===== src/rtl/rom_port_arbiter_if.sv =====
// Signal bundle between the two ROM masters (CPU fetch, debug/loader), the arbiter and the ROM.
// The arbiter uses the slave modport; the master modport is the requester/ROM side.
interface rom_port_arbiter_if #(
  parameter int unsigned ADDR_W = 32,
  parameter int unsigned DATA_W = 32
);
  logic              m0_req;
  logic [ADDR_W-1:0] m0_addr;
  logic              m0_gnt;
  logic              m0_rvalid;
  logic [DATA_W-1:0] m0_rdata;

  logic              m1_req;
  logic [ADDR_W-1:0] m1_addr;
  logic              m1_lock;
  logic              m1_gnt;
  logic              m1_rvalid;
  logic [DATA_W-1:0] m1_rdata;

  logic              rom_ce;
  logic [ADDR_W-1:0] rom_addr;
  logic [DATA_W-1:0] rom_data;

  modport slave (
    input  m0_req, m0_addr, m1_req, m1_addr, m1_lock, rom_data,
    output m0_gnt, m0_rvalid, m0_rdata, m1_gnt, m1_rvalid, m1_rdata, rom_ce, rom_addr
  );

  modport master (
    output m0_req, m0_addr, m1_req, m1_addr, m1_lock, rom_data,
    input  m0_gnt, m0_rvalid, m0_rdata, m1_gnt, m1_rvalid, m1_rdata, rom_ce, rom_addr
  );
endinterface


===== src/rtl/rom_port_arbiter.sv =====
// Round-robin arbiter sharing one combinational ROM between CPU fetch (m0) and debug port (m1),
// with a bounded burst lock for m1 and a one-cycle registered read response.
module rom_port_arbiter #(
  parameter int unsigned ADDR_W   = 32,
  parameter int unsigned DATA_W   = 32,
  parameter int unsigned MAX_LOCK = 8
) (
  input  logic                 clk_i,
  input  logic                 rst_ni,
  rom_port_arbiter_if.slave    bus
);
  localparam int unsigned CntW = $clog2(MAX_LOCK + 1);

  typedef enum logic [0:0] {StArb, StLock1} mode_e;

  mode_e             state_q, state_d;
  logic [CntW-1:0]   lock_cnt_q, lock_cnt_d;
  logic              rr_last_q, rr_last_d;
  logic              rsp_valid_q, rsp_sel_q;
  logic [DATA_W-1:0] rsp_data_q;

  logic gnt0, gnt1, arb_en, pref_m0;
  logic gnt0_o, gnt1_o;

  always_comb begin
    state_d    = state_q;
    lock_cnt_d = lock_cnt_q;
    rr_last_d  = rr_last_q;
    gnt0       = 1'b0;
    gnt1       = 1'b0;
    arb_en     = 1'b0;
    pref_m0    = rr_last_q;

    unique case (state_q)
      StArb: arb_en = 1'b1;
      StLock1: begin
        if (bus.m1_req && bus.m1_lock && (lock_cnt_q < CntW'(MAX_LOCK))) begin
          gnt1       = 1'b1;
          lock_cnt_d = lock_cnt_q + CntW'(1);
        end else begin
          // Burst over: arbitrate this same cycle with m0 preferred, so no bubble.
          state_d    = StArb;
          lock_cnt_d = '0;
          rr_last_d  = 1'b1;
          arb_en     = 1'b1;
          pref_m0    = 1'b1;
        end
      end
      default: state_d = StArb;
    endcase

    if (arb_en) begin
      gnt0 = bus.m0_req && (!bus.m1_req || pref_m0);
      gnt1 = bus.m1_req && !gnt0;
      if (gnt1 && bus.m1_lock) begin
        state_d    = StLock1;
        lock_cnt_d = CntW'(1);
      end
    end

    if (gnt0) rr_last_d = 1'b0;
    if (gnt1) rr_last_d = 1'b1;
  end

  // Outputs are forced low while reset is held, even with requests pending.
  assign gnt0_o       = gnt0 & rst_ni;
  assign gnt1_o       = gnt1 & rst_ni;
  assign bus.m0_gnt   = gnt0_o;
  assign bus.m1_gnt   = gnt1_o;
  assign bus.rom_ce   = gnt0_o | gnt1_o;
  assign bus.rom_addr = gnt1_o ? bus.m1_addr : (gnt0_o ? bus.m0_addr : '0);

  always_ff @(posedge clk_i or negedge rst_ni) begin
    if (!rst_ni) begin
      state_q     <= StArb;
      lock_cnt_q  <= '0;
      rr_last_q   <= 1'b1;
      rsp_valid_q <= 1'b0;
      rsp_sel_q   <= 1'b0;
      rsp_data_q  <= '0;
    end else begin
      state_q     <= state_d;
      lock_cnt_q  <= lock_cnt_d;
      rr_last_q   <= rr_last_d;
      rsp_valid_q <= gnt0 | gnt1;
      if (gnt0 | gnt1) begin
        rsp_sel_q  <= gnt1;
        rsp_data_q <= bus.rom_data;
      end
    end
  end

  assign bus.m0_rvalid = rsp_valid_q & ~rsp_sel_q;
  assign bus.m1_rvalid = rsp_valid_q & rsp_sel_q;
  assign bus.m0_rdata  = rsp_sel_q ? '0 : rsp_data_q;
  assign bus.m1_rdata  = rsp_sel_q ? rsp_data_q : '0;
endmodule


===== src/flat_wrapper.sv =====
// flat-port wrapper written by rule: the top's interface ports become plain ports
module rom_port_arbiter_flat 
#(
  parameter int unsigned ADDR_W   = 32,
  parameter int unsigned DATA_W   = 32,
  parameter int unsigned MAX_LOCK = 8
)
  (clk_i, rst_ni, bus_m0_req, bus_m0_addr, bus_m1_req, bus_m1_addr, bus_m1_lock, bus_rom_data, bus_m0_gnt, bus_m0_rvalid, bus_m0_rdata, bus_m1_gnt, bus_m1_rvalid, bus_m1_rdata, bus_rom_ce, bus_rom_addr);
  rom_port_arbiter_if #(.ADDR_W(ADDR_W), .DATA_W(DATA_W)) bus_i ();
  input  logic clk_i;
  input  logic rst_ni;
  input wire logic [$bits(bus_i.m0_req)-1:0] bus_m0_req;
  input wire logic [$bits(bus_i.m0_addr)-1:0] bus_m0_addr;
  input wire logic [$bits(bus_i.m1_req)-1:0] bus_m1_req;
  input wire logic [$bits(bus_i.m1_addr)-1:0] bus_m1_addr;
  input wire logic [$bits(bus_i.m1_lock)-1:0] bus_m1_lock;
  input wire logic [$bits(bus_i.rom_data)-1:0] bus_rom_data;
  output wire logic [$bits(bus_i.m0_gnt)-1:0] bus_m0_gnt;
  output wire logic [$bits(bus_i.m0_rvalid)-1:0] bus_m0_rvalid;
  output wire logic [$bits(bus_i.m0_rdata)-1:0] bus_m0_rdata;
  output wire logic [$bits(bus_i.m1_gnt)-1:0] bus_m1_gnt;
  output wire logic [$bits(bus_i.m1_rvalid)-1:0] bus_m1_rvalid;
  output wire logic [$bits(bus_i.m1_rdata)-1:0] bus_m1_rdata;
  output wire logic [$bits(bus_i.rom_ce)-1:0] bus_rom_ce;
  output wire logic [$bits(bus_i.rom_addr)-1:0] bus_rom_addr;
  assign bus_i.m0_req = bus_m0_req;
  assign bus_i.m0_addr = bus_m0_addr;
  assign bus_i.m1_req = bus_m1_req;
  assign bus_i.m1_addr = bus_m1_addr;
  assign bus_i.m1_lock = bus_m1_lock;
  assign bus_i.rom_data = bus_rom_data;
  assign bus_m0_gnt = bus_i.m0_gnt;
  assign bus_m0_rvalid = bus_i.m0_rvalid;
  assign bus_m0_rdata = bus_i.m0_rdata;
  assign bus_m1_gnt = bus_i.m1_gnt;
  assign bus_m1_rvalid = bus_i.m1_rvalid;
  assign bus_m1_rdata = bus_i.m1_rdata;
  assign bus_rom_ce = bus_i.rom_ce;
  assign bus_rom_addr = bus_i.rom_addr;
  rom_port_arbiter #(.ADDR_W(ADDR_W), .DATA_W(DATA_W), .MAX_LOCK(MAX_LOCK)) u_core (.clk_i(clk_i), .rst_ni(rst_ni), .bus(bus_i));
endmodule

===== config.mk =====
export PLATFORM = sky130hd
export DESIGN_NAME = rom_port_arbiter_flat
export DESIGN_NICKNAME = d
export VERILOG_FILES = /design/src/rtl/rom_port_arbiter_if.sv /design/src/rtl/rom_port_arbiter.sv /design/src/flat_wrapper.sv
export SDC_FILE = /design/constraint.sdc
export NUM_CORES = 1
export LEC_CHECK = 0
export CAP_MARGIN = 20
export CORE_MARGIN = 2
export CORE_UTILIZATION = 37
export DETAILED_ROUTE_END_ITERATION = 10
export GPL_TIMING_DRIVEN = 0
export PLACE_DENSITY = 0.95
export REMOVE_ABC_BUFFERS = 1
export SLEW_MARGIN = 20
export SYNTH_ARGS = -nofsm -noshare
export SYNTH_HDL_FRONTEND = slang
export SYNTH_SLANG_ARGS = --single-unit

===== constraint.sdc =====
create_clock -name clk_i -period 2.7 [get_ports clk_i]
set_clock_uncertainty 0.2 [all_clocks]
set_input_delay 0.405 -clock clk_i [delete_from_list [all_inputs] [get_ports clk_i]]
set_output_delay 0.405 -clock clk_i [all_outputs]
set_load 0.02 [all_outputs]

# == After elaboration in Yosys (flattened, before gate mapping) ==
# Cells that the tools add are included.
# word_totals
elab_cells,44
ff_bits,40
output_inout_bits,101
in_bits,101
# classes
n_lt_le_gt_ge,1
bitwise_logic,8
n_mux,20
reduce_logical,8
n_addsub,1
# op_table
cell,n
2-to-1 mux 32 bit,4
2-to-1 mux 4 bit,4
2-to-1 mux 1 bit,11
logical AND 1 bit,5
adder 4 x 1 -> 4 bit (second input constant),1
bitwise AND 1 bit,4
less-than comparator 4 bit (second input constant),1
logical NOT 1 bit,2
NOT 1 bit,2
bitwise OR 1 bit,2
one-hot mux 1 bit (2 select lines),1
logical OR 1 bit,1

# == Longest topological paths before layout ==
# depth
depth_word,11
depth_mapped,5

# == Least setup slack after synthesis ==
# Ideal clock, no wire load.
# synth_path
path_type,input-to-output
startpoint,input port bus_m1_req
endpoint,output port bus_rom_addr[10]
n_path_buf,2
arrival_ps,1412
slack_ps,683
path_stages,5
t_required_ps,2095
path_cell_list,buf_6 -> and4b_2 -> o21ai_4 -> buf_6 -> o22ai_1
# synth_between
elab_chain_len,11
# synth_rtl
element,line,text
start: declaration,flat_wrapper.sv:14,input wire logic [$bits(bus_i.m1_req)-1:0] bus_m1_req;
logical AND 1 bit (2 in series),rom_port_arbiter.sv:37,if (bus.m1_req && bus.m1_lock && (lock_cnt_q < CntW'(MAX_LOCK))) begin
2-to-1 mux 1 bit,rom_port_arbiter.sv:37,
2-to-1 mux 1 bit,rom_port_arbiter.sv:34,unique case (state_q)
logical OR 1 bit,rom_port_arbiter.sv:53,gnt0 = bus.m0_req && (!bus.m1_req || pref_m0);
logical AND 1 bit,rom_port_arbiter.sv:53,
logical NOT 1 bit,rom_port_arbiter.sv:54,gnt1 = bus.m1_req && !gnt0;
logical AND 1 bit,rom_port_arbiter.sv:54,
2-to-1 mux 1 bit,rom_port_arbiter.sv:52,if (arb_en) begin
bitwise AND 1 bit,rom_port_arbiter.sv:67,assign gnt1_o = gnt1 & rst_ni;
2-to-1 mux 32 bit *,rom_port_arbiter.sv:71,assign bus.rom_addr = gnt1_o ? bus.m1_addr : (gnt0_o ? bus.m0_addr : '0);
end: declaration,flat_wrapper.sv:25,output wire logic [$bits(bus_i.rom_addr)-1:0] bus_rom_addr;
# Every way passes the cells marked *; elsewhere a longest branch is shown, timed or not.

# == Worst setup path after layout ==
# layout_path
startpoint,input port bus_m1_lock
endpoint,output port bus_rom_addr[0]
# layout_between
elab_chain_len,11
# layout_rtl
element,line,text
start: declaration,flat_wrapper.sv:16,input wire logic [$bits(bus_i.m1_lock)-1:0] bus_m1_lock;
logical AND 1 bit * (2 in series),rom_port_arbiter.sv:37,
2-to-1 mux 1 bit,rom_port_arbiter.sv:37,
2-to-1 mux 1 bit,rom_port_arbiter.sv:34,
logical OR 1 bit,rom_port_arbiter.sv:53,
logical AND 1 bit,rom_port_arbiter.sv:53,
logical NOT 1 bit,rom_port_arbiter.sv:54,
logical AND 1 bit,rom_port_arbiter.sv:54,
2-to-1 mux 1 bit,rom_port_arbiter.sv:52,
bitwise AND 1 bit,rom_port_arbiter.sv:67,
2-to-1 mux 32 bit *,rom_port_arbiter.sv:71,
# Marked as above.

==> out/qor.txt <==
Status = finished, final reports clean
Vias/cell = 4.84
Commonest cells after routing, fill and taps aside = clkdlybuf4s50_1, nand2_1, dfrtp_1
Pwr/cell area = 433 mW/mm2
Num rows = 30
RSZ-0062 raised after global routing = false
Reg clk slew, reported paths = 0.08 ns
Grt peak-use layer = met2
IR drop worst, VDD = 208 uV
PortBufs = 201
Tmin final = 2.64 ns
Fmax = 378 MHz
DP Wirelength = 6.53 mm
Crit path max fanout = 17
Core area = 0.00683 mm2
Gr usage total = 0.218
Die X = 88.3 um
Area of the die = 0.00779 mm2
DIE HEIGHT = 88.3 um
Per-cell routed wire length = 14.8 um
Critical path type = input port to output pin
Slew @ Worst Pin = 0.561 ns
#FFs+latches synth = 40
I/O Pins = 202
1st-pass router iterations = 6
GRT overflow = 0
Req. time, crit path = 2.10 ns
Fin crit share = 0.979
Antenna violations before repair = 0
DP Area = 0.00464 mm2
Vias in the first global route = 2821
Starting DRT DRC Count = 103
Total CTS buffers = 5
Met1 Usage GRT = 0.239
GR Util met2 = 0.411
M3 GR Usage = 0.0522
Critical path launch point type = input port
Worst Hold Slack = 0.149 ns
DRT antenna net count = 0
HP Class = input port to asynchronous set/reset pin
Clock sinks = 40
Syn. warnings = 0
Initial Util = 0.385
Synth-to-Final Area Change = 85.0%
Max-cap violations = 0
Antenna cells = 0
Nets = 591
Commonest non-fill, non-tap cell in the layout = clkdlybuf4s50_1
Max Transition Viols Final = 0
Clock Tree Buf Depth = 2
Synth Area per Inst = 8.94 um2
Mapped Cells = 294
Root Buffer Master = clkbuf_8
Synth top area share = 0.371
First-pass GRT wire length = 13.2 mm
Via count = 2836
Library cells used by synthesis = 35
Final setup vio count = 0
Cell taking the most area after synthesis = dfrtp_1
Sequential-to-total area share from yosys stat = 0.381
Largest net degree at the start of global routing = 69
Mapped Area = 0.00263 mm2
Setup crit end kind = output pin
# DRC = 0
Fill cells = 548
Leakage = 2.04 nW
H-tree Lvls = 2
Max-slew headroom = 0.625
CTS tree = yes
Clock insertion delay at the later pin of the skew report = 0.28 ns
GPL Wtd Cong = 0.783
Final Hold Viols = 0
Final wirelength = 8.67 mm
Final Instance Area = 0.00486 mm2
Crit path arrival time = 2.04 ns
Layout cells sized above 1 = 0.124
Synth top area cells = dfrtp_1, mux2_2, nand2_1, and2_1, nor2b_1
==> registers in the layout (all words and copies together) (netlist names) <==
| signal | count |
|---|---|
| u_core.lock_cnt_q | 4 |
| u_core.rr_last_q | 1 |
| u_core.rsp_data_q | 32 |
| u_core.rsp_sel_q | 1 |
| u_core.rsp_valid_q | 1 |
| u_core.state_q | 1 |
==> critical path, stage by stage <==
cell             delay, ns
clkdlybuf4s50_1       0.51
and4b_2               0.33
o21ai_4               0.08
buf_12                0.16
o22ai_1               0.16
dlygate4sd2_1         0.38
==> final timing paths <==
path	from	endpoint	slack (ns)	cells past startpoint
max in group asynchronous	rst_ni	u_core.rsp_sel_q	1.10	3
max	bus_m1_lock	bus_rom_addr[0]	0.06	6
min reg2reg	u_core.lock_cnt_q[2]	u_core.lock_cnt_q[2]	0.31	1
max reg2reg	u_core.state_q	u_core.rsp_sel_q	1.21	4
min	rst_ni	u_core.rr_last_q	0.15	2
min in group clk_i	u_core.lock_cnt_q[2]	u_core.lock_cnt_q[2]	0.31	1
==> where the power goes <==
group	leakage (nW)	internal (mW)	switching, mW	total [mW]
Sequential	0.471	0.656	0.0681	0.724
Combinational	1.53	0.517	0.446	0.963
Clock	0.0434	0.207	0.208	0.415
Total	2.04	1.38	0.722	2.10
==> synth_stat cells <==
cell       count
buf_4          1
o22ai_2        2
o21ai_2        1
clkbuf_1      13
nand2b_1       1
o21ai_1        1
inv_1          7
and4b_2        1
o22ai_1       30
dfrtp_1       39
buf_6          9
nor2b_1       33
and3_1         1
o21ai_0        2
o22a_1         1
a32o_1         1
and2_1        34
a31oi_1        1
nor2_2         1
nand3b_1       1
mux2_2        32
dfstp_2        1
and3b_1        1
o21ai_4        1
buf_2          2
nor3b_1        1
o2bb2ai_1      1
ha_1           1
o21bai_1       1
nor2_1         3
a221o_1        1
a21oi_1        2
nand4_1        1
nand2_1       65
mux2i_1        1
==> layer usage <==
layer / part of all wire / up-vias
met5: 0 / -
met4: 0.023 / 0
met3: 0.071 / 24
met2: 0.53 / 142
met1: 0.38 / 1298
li1: - / 1372
==> area by class of cell <==
type                            instances  area (um2)  area share
Clock buffer                            6        82.6      0.0170
Clock inverter                          2        15.0     0.00309
Inverter                                7        26.3     0.00541
Multi-Input combinational cell        224        1480       0.304
Sequential cell                        40        1010       0.207
Tap cell                               96         120      0.0247
Timing Repair Buffer                  211        2130       0.439
==> per-stage QoR <==
step	TNS [ns]	total power [mW]	instances	setup slack, ns	utilization
floorplan	0	1.15	269	0.433	-
global placement	-166.73	1.66	566	-2.48	0.672
detailed placement	-26.16	1.69	568	-0.917	0.680
CTS	0	2.13	586	0.0492	0.711
global route	0	2.22	586	0.00286	0.712
finish	0	2.10	586	0.0572	0.712
==> timing repair <==
| item | 4_1_cts | 5_1_grt |
|---|---|---|
| endpoints found under the setup margin | 43 | 2 |
| gates cloned | 2 | 0 |
| resized for setup | 43 | 2 |
| hold buffers | 4 | 0 |
| setup buffers | 4 | 0 |
| hold endpoints to repair | 29 | 0 |
| pin swaps | 3 | 0 |
==> logic make-up after synthesis <==
kind of cell,Yosys count,synth area share
buf+inv,32,0.0738
flops,40,0.381
simple gates,143,0.280
compound gates,45,0.120
mux,33,0.141
fa+ha+maj,1,0.00476
Power figures use the tool's default switching activity.
